**src/rtl/hongwai_uart_rx.sv**
```systemverilog
// hongwai_uart_rx
//   8N1, LSB-first UART receiver feeding the infrared frame parser.
//   The parser latches data_rx on the falling edge of rx_int. data_rx is
//   therefore updated on the same edge that drops rx_int.
//
// Ports
//   clk        system clock
//   rst_n      asynchronous active-low reset
//   rs232_rx   asynchronous serial input, idles high
//   data_rx    last received byte, held until the next completed frame
//   rx_int     high while a verified frame is being received
//   frame_err  one-cycle pulse when the stop bit samples low
module hongwai_uart_rx #(
  parameter int CLK_FREQ = 50_000_000,
  parameter int BAUD     = 9600
) (
  input  logic       clk,
  input  logic       rst_n,
  input  logic       rs232_rx,
  output logic [7:0] data_rx,
  output logic       rx_int,
  output logic       frame_err
);

  localparam int BPS_CNT  = CLK_FREQ / BAUD;
  localparam int HALF_CNT = BPS_CNT / 2;
  localparam int CW       = $clog2(BPS_CNT);

  typedef enum logic [1:0] {IDLE, START, DATA, STOP} state_t;

  state_t      state_q, state_d;
  logic        s1_q, s2_q, s3_q;
  logic [CW-1:0] bps_cnt_q, bps_cnt_d;
  logic [2:0]  bit_idx_q, bit_idx_d;
  logic [7:0]  shift_q, shift_d;
  logic [7:0]  data_q, data_d;
  logic        rx_int_q, rx_int_d;
  logic        ferr_q, ferr_d;

  logic start_edge;
  logic rx_sync;
  logic sample;

  assign start_edge = s3_q & ~s2_q;
  assign rx_sync    = s2_q;
  assign sample     = (bps_cnt_q == CW'(HALF_CNT - 1));

  always_ff @(posedge clk or negedge rst_n) begin
    if (!rst_n) begin
      s1_q      <= 1'b1;
      s2_q      <= 1'b1;
      s3_q      <= 1'b1;
      state_q   <= IDLE;
      bps_cnt_q <= '0;
      bit_idx_q <= '0;
      shift_q   <= '0;
      data_q    <= '0;
      rx_int_q  <= 1'b0;
      ferr_q    <= 1'b0;
    end else begin
      s1_q      <= rs232_rx;
      s2_q      <= s1_q;
      s3_q      <= s2_q;
      state_q   <= state_d;
      bps_cnt_q <= bps_cnt_d;
      bit_idx_q <= bit_idx_d;
      shift_q   <= shift_d;
      data_q    <= data_d;
      rx_int_q  <= rx_int_d;
      ferr_q    <= ferr_d;
    end
  end

  always_comb begin
    state_d   = state_q;
    bit_idx_d = bit_idx_q;
    shift_d   = shift_q;
    data_d    = data_q;
    rx_int_d  = rx_int_q;
    ferr_d    = 1'b0;

    // Bit timer is held at zero in IDLE, so entering START always starts
    // the count from 0.
    if (state_q == IDLE) begin
      bps_cnt_d = '0;
    end else if (bps_cnt_q == CW'(BPS_CNT - 1)) begin
      bps_cnt_d = '0;
    end else begin
      bps_cnt_d = bps_cnt_q + CW'(1);
    end

    unique case (state_q)
      IDLE: begin
        if (start_edge) begin
          state_d = START;
        end
      end
      START: begin
        if (sample) begin
          if (!rx_sync) begin
            state_d   = DATA;
            bit_idx_d = '0;
            rx_int_d  = 1'b1;
          end else begin
            state_d = IDLE;
          end
        end
      end
      DATA: begin
        if (sample) begin
          shift_d[bit_idx_q] = rx_sync;
          bit_idx_d          = bit_idx_q + 3'd1;
          if (bit_idx_q == 3'd7) begin
            state_d = STOP;
          end
        end
      end
      STOP: begin
        // Leaving at the stop-bit midpoint lets a fast transmitter's next
        // start edge, arriving in the second half of the stop bit, be caught.
        if (sample) begin
          data_d   = shift_q;
          rx_int_d = 1'b0;
          ferr_d   = ~rx_sync;
          state_d  = IDLE;
        end
      end
      default: state_d = IDLE;
    endcase
  end

  assign data_rx   = data_q;
  assign rx_int    = rx_int_q;
  assign frame_err = ferr_q;

endmodule

```
**config.mk**
```make
export PLATFORM = sky130hd
export DESIGN_NAME = hongwai_uart_rx
export DESIGN_NICKNAME = d
export VERILOG_FILES = /design/src/rtl/hongwai_uart_rx.sv
export SDC_FILE = /design/constraint.sdc
export NUM_CORES = 1
export LEC_CHECK = 0
export BUFFER_PORTS_ARGS = -buffer_cell sky130_fd_sc_hd__buf_4
export CORE_AREA = 5 5 94 69
export CTS_CLUSTER_SIZE = 12
export DETAILED_ROUTE_END_ITERATION = 8
export DIE_AREA = 0 0 99 74
export PLACE_DENSITY = 0.57
export SETUP_SLACK_MARGIN = 0.02
export SYNTH_ARGS = -nofsm -noshare
export SYNTH_HDL_FRONTEND = slang
export SYNTH_SLANG_ARGS = --single-unit
```
**constraint.sdc**
```tcl
create_clock -name clk -period 2.82 [get_ports clk]
set_input_delay 0.141 -clock clk [delete_from_list [all_inputs] [get_ports clk]]
set_output_delay 0.141 -clock clk [all_outputs]
set_load 0.1 [all_outputs]
```
* Yosys cells after proc, flatten, opt, wreduce, memory -nomap -nowiden
Index checks and enable logic that the tools add are counted.
** Word-level totals
- Bits in read-only memories :: 0
- RAM bits :: 0
- Flip-flop bits (word level) :: 39
- Bits in latches :: 0
- Word-level logic and storage cells :: 59
- Memories kept :: 0
** Operators by class
- Reduce and logical (&&, ||, !) cells :: 9
- Multiply operators :: 0
- Multiplexer cells :: 22
- Shift-type cells :: 0
- Order comparisons :: 2
- Add/sub/neg operators :: 2
- Div/mod/pow operators :: 0
- Eq/ne operators :: 12
- Bitwise logic cells :: 2
** Operators with widths (count)
- $mux W13 :: 2
- $add A13 B1 Y13 const B :: 1
- $eq A13 B12 Y1 const B :: 1
- $eq A13 B13 Y1 const B :: 1
- $mux W2 :: 6
- $ne A2 B2 Y1 const B :: 6
- $mux W3 :: 3
- $bwmux W8 :: 1
- $pmux W2 S4 :: 1
- $reduce_and A4 Y1 :: 2
- $mux W1 :: 6
- $pmux W3 S2 :: 1
- $reduce_and A5 Y1 :: 1
- $eq A2 B2 Y1 const B :: 2
- $lt A3 B4 Y1 const B :: 1
- $reduce_and A2 Y1 :: 2
- $reduce_bool A2 Y1 :: 2
- $add A3 B1 Y3 const B :: 1
- $demux W1 S3 :: 1
- $eq A3 B3 Y1 const B :: 1
- $ge A3 B1 Y1 const B :: 1
- $eq A2 B1 Y1 const B :: 1
- $logic_not A2 Y1 :: 1
- $pmux W1 S2 :: 1
- 3 further kinds :: 3

* Depth between registers and ports, before layout
- Depth in word-level cells :: 5
- Mapped depth :: 7

* Worst setup path before layout
No wires, ideal clock.
- Path kind :: register -> register
- Start :: reg bps_cnt_q[0]
- End :: reg shift_q[4]
- Arrival :: 2.041 ns
- Library setup time :: 0.128 ns
- Setup slack :: 0.651 ns
- Buffers on the path :: 2
- Required time :: 2.692 ns
- Stages on the path, launching flop included :: 8
- Cells stage by stage :: dfrtp_1 > ha_1 > buf_4 > or4b_4 > nor4_4 > buf_6 > and4bb_1 > mux2_1
** On the way
- Longest elaborated chain between the ends :: 2
** RTL lines
- start, declared :: line 33 : logic [CW-1:0] bps_cnt_q, bps_cnt_d;
- start signal, assigned :: line 65 : bps_cnt_q <= bps_cnt_d;
- $eq A13 B12 Y1 :: line 46 : assign sample = (bps_cnt_q == CW'(HALF_CNT - 1));
- $reduce_and A2 Y1 (no source line)
- end signal, assigned :: line 67 : shift_q <= shift_d;
- end, declared :: line 35 : logic [7:0] shift_q, shift_d;
Every way passes these cells.
A chain may end at the register's enable or synchronous reset.

* Final worst setup path
- Start :: reg bps_cnt_q[0]
- End :: reg shift_q[2]
The elaborated chain is that of the path after synthesis.

==> metrics.md <==
| Metric | Value |
|---|---|
| Actual slew at the worst max-slew pin | 0.521 ns |
| Layout cell share with drive strength beyond 1 | 0.265 |
| CTS tree | yes |
| Syn Area/Cell | 12.2 um2 |
| Max Freq | 398 MHz |
| Largest net degree at the start of global routing | 40 |
| Ys flop type | dfrtp_1 |
| Syn Std Cell Area | 0.00186 mm2 |
| Most frequent cells in the layout | dfrtp_1, nor2_1, buf_4 |
| DRC | 0 |
| Min cycle time layout | 2.51 ns |
| Slew HR | 0.650 |
| Commonest non-fill, non-tap cell in the layout | dfrtp_1 |
| Final HPWL DP | 2.23 mm |
| Antenna viol nets, final | 0 |
| Switching pwr | 346 uW |
| Drt first-iter violations | 102 |
| Async SR Flop Fraction | 1.00 |
| Routed WL | 3.19 mm |
| Via count | 1160 |
| Number of global-route vias before repair | 1155 |
| RSZ-0062 raised after global routing | false |
| WHS | 0.353 ns |
| Sw Share | 0.263 |
| CTS HTree Levels | 2 |
| Synth warn | 0 |
| Power per standard cell area | 617 mW/mm2 |
| Die ar. | 0.00733 mm2 |
| Outcome | finished, final reports clean |
| Wire per inst | 13.3 um |
| Initial Util | 0.335 |
| Cell leakage power | 0.979 nW |
| Core Area | 0.00555 mm2 |
| Clock Sink Count | 39 |
| Max-capacitance violation count | 0 |
| Internal | 971 uW |
| RD Place Congestion | 0.875 |
| Syn Inst Count | 153 |
| Final period utilization | 0.891 |
| Seq/Total Area, Yosys | 0.527 |
| Initial antenna violation count | 0 |
| VDD IR max | 269 uV |
| Crit. End Element | flip-flop |
| Nets | 171 |
| TNS Setup | 0 ns |
| FP Rows | 23 |
| WS Path Type | reg -> reg |
| Clock power frac | 0.362 |
| First-pass GRT wire length | 5.71 mm |
| Combinational share of power | 0.115 |
| Gr usage total | 0.0982 |
| Number of enable flip-flop cells after synthesis | 0 |
| Critical path data required time | 3.00 ns |
| #FFs+latches synth | 39 |
| Hold WC Path Type | in -> async |
| Worst-path clk slew | 0.07 ns |
| Final Max Slew Viols | 0 |
| Buffers on Ports | 12 |
| Synth Net Count | 159 |
| IO Count | 13 |
| Vias per cell | 4.81 |
| Layout area overhead | 14.9% |
| Worst EP arrival | 2.69 ns |
| Post-cts sizing count | 0 |
| Clk_lat worst skew | 0.29 ns |
| DRT Pass-1 Iters | 4 |
| Remaining Overflow, GRT | 0 |
| Setup-failing EPs final | 0 |
| Clock root cell | clkbuf_8 |
| Synth unique cells | 44 |
| Final hold viol count | 0 |
| Postcts setup bufs | 0 |
| Antenna diodes | 0 |
| Die H | 74 um |
| Critical Path Fanout Max | 11 |
| Part of the power in registers | 0.522 |
| Total CTS buffers | 5 |
| Max Clock Skew | 0.00316 ns |
| CP startpoint kind | flip-flop |
| Die width | 99 um |
| CTS Buffer Depth | 2 |
final timing paths:
kind | startpoint | endpoint | slack (ns) | depth (start not counted)
worst max register to register | bps_cnt_q[0] | shift_q[2] | 0.31 | 5
worst min-delay path | rst_n | bps_cnt_q[6] | 0.35 | 2
worst min register to register | s1_q | rx_sync | 0.36 | 0
worst max-delay path | bps_cnt_q[0] | shift_q[2] | 0.31 | 5
min in group clk | s1_q | rx_sync | 0.36 | 0
max in group asynchronous | rst_n | s3_q | 2.12 | 2
cells in the mapped netlist (2+ instances only):
cell / count / area, um2
mux2_2: 10 / 113
inv_1: 4 / 15.0
nand3_1: 7 / 35.0
dfstp_2: 3 / 78.8
o21ai_0: 3 / 15.0
mux2_1: 6 / 67.6
nor2_1: 16 / 60.1
and2_1: 3 / 18.8
buf_2: 2 / 10.0
nand2_1: 3 / 11.3
ha_1: 3 / 37.5
nor3b_1: 3 / 22.5
a21oi_1: 4 / 20.0
clkbuf_1: 5 / 18.8
dfrtp_1: 36 / 901
xor2_1: 10 / 87.6
nand4_1: 5 / 31.3
a221oi_1: 2 / 17.5
nand4b_1: 3 / 26.3
registers in the layout, indices dropped and copies added (netlist names), named ones only:
| signal | count |
|---|---|
| shift_q | 8 |
| data_rx | 8 |
| bps_cnt_q | 13 |
| bit_idx_q | 3 |
| rx_sync | 1 |
| rx_int | 1 |
| state_q | 1 |
| s3_q | 1 |
| frame_err | 1 |
| s1_q | 1 |
metrics by stage:
step / total power, mW / utilization / instance area [um2] / cells / worst slack, ns
after floorplan: 0.804 / - / 1860 / 153 / 0.651
after global placement: 0.843 / 0.360 / 2000 / 231 / 0.383
after detailed placement: 0.850 / 0.360 / 2000 / 231 / 0.305
after CTS: 1.33 / 0.385 / 2140 / 241 / 0.298
after global routing: 1.39 / 0.385 / 2140 / 241 / 0.175
final: 1.32 / 0.385 / 2140 / 241 / 0.306
power by group through the flow:
stage,logic (mW),registers (mW),clock network [mW]
finish,0.152,0.688,0.477
global route,0.174,0.699,0.512
CTS,0.155,0.688,0.489
detailed placement,0.152,0.698,0
global placement,0.149,0.694,0
floorplan,0.128,0.676,0
layer usage:
metal	share of wire	track usage
met5	0	0
met4	0.021	0.0455
met3	0.022	0.0225
met2	0.45	0.155
met1	0.50	0.130
worst max-delay path: stages, from the launching register on:
cell	delay [ns]
dfrtp_1	0.38
ha_1	0.32
or4b_4	0.55
nor4_4	0.53
and4bb_2	0.30
mux2_2	0.32
final cells by class:
| type | count | area, um2 |
|---|---|---|
| clock buffer | 6 | 82.6 |
| inverter | 4 | 15.0 |
| clock inverter | 2 | 35.0 |
| multi-input combinational | 100 | 812 |
| timing repair buffer | 15 | 118 |
| fill | 539 | 3420 |
| sequential | 39 | 980 |
| tap | 75 | 93.8 |
cell families after synthesis:
kind of cell / count (synthesis) / share of synthesized area
mux: 17 / 0.102
compound gates: 13 / 0.0444
xor+xnor: 11 / 0.0518
flops: 39 / 0.527
buf+inv: 14 / 0.0363
fa+ha+maj: 3 / 0.0202
simple gates: 56 / 0.218
what timing repair did:
| action | in CTS | in global routing |
|---|---|---|
| endpoints found under the setup margin | 0 | 0 |
| hold buffers | 2 | 0 |
| hold endpoints to repair | 37 | 0 |
No activity file was read; power rests on OpenSTA's default activity.
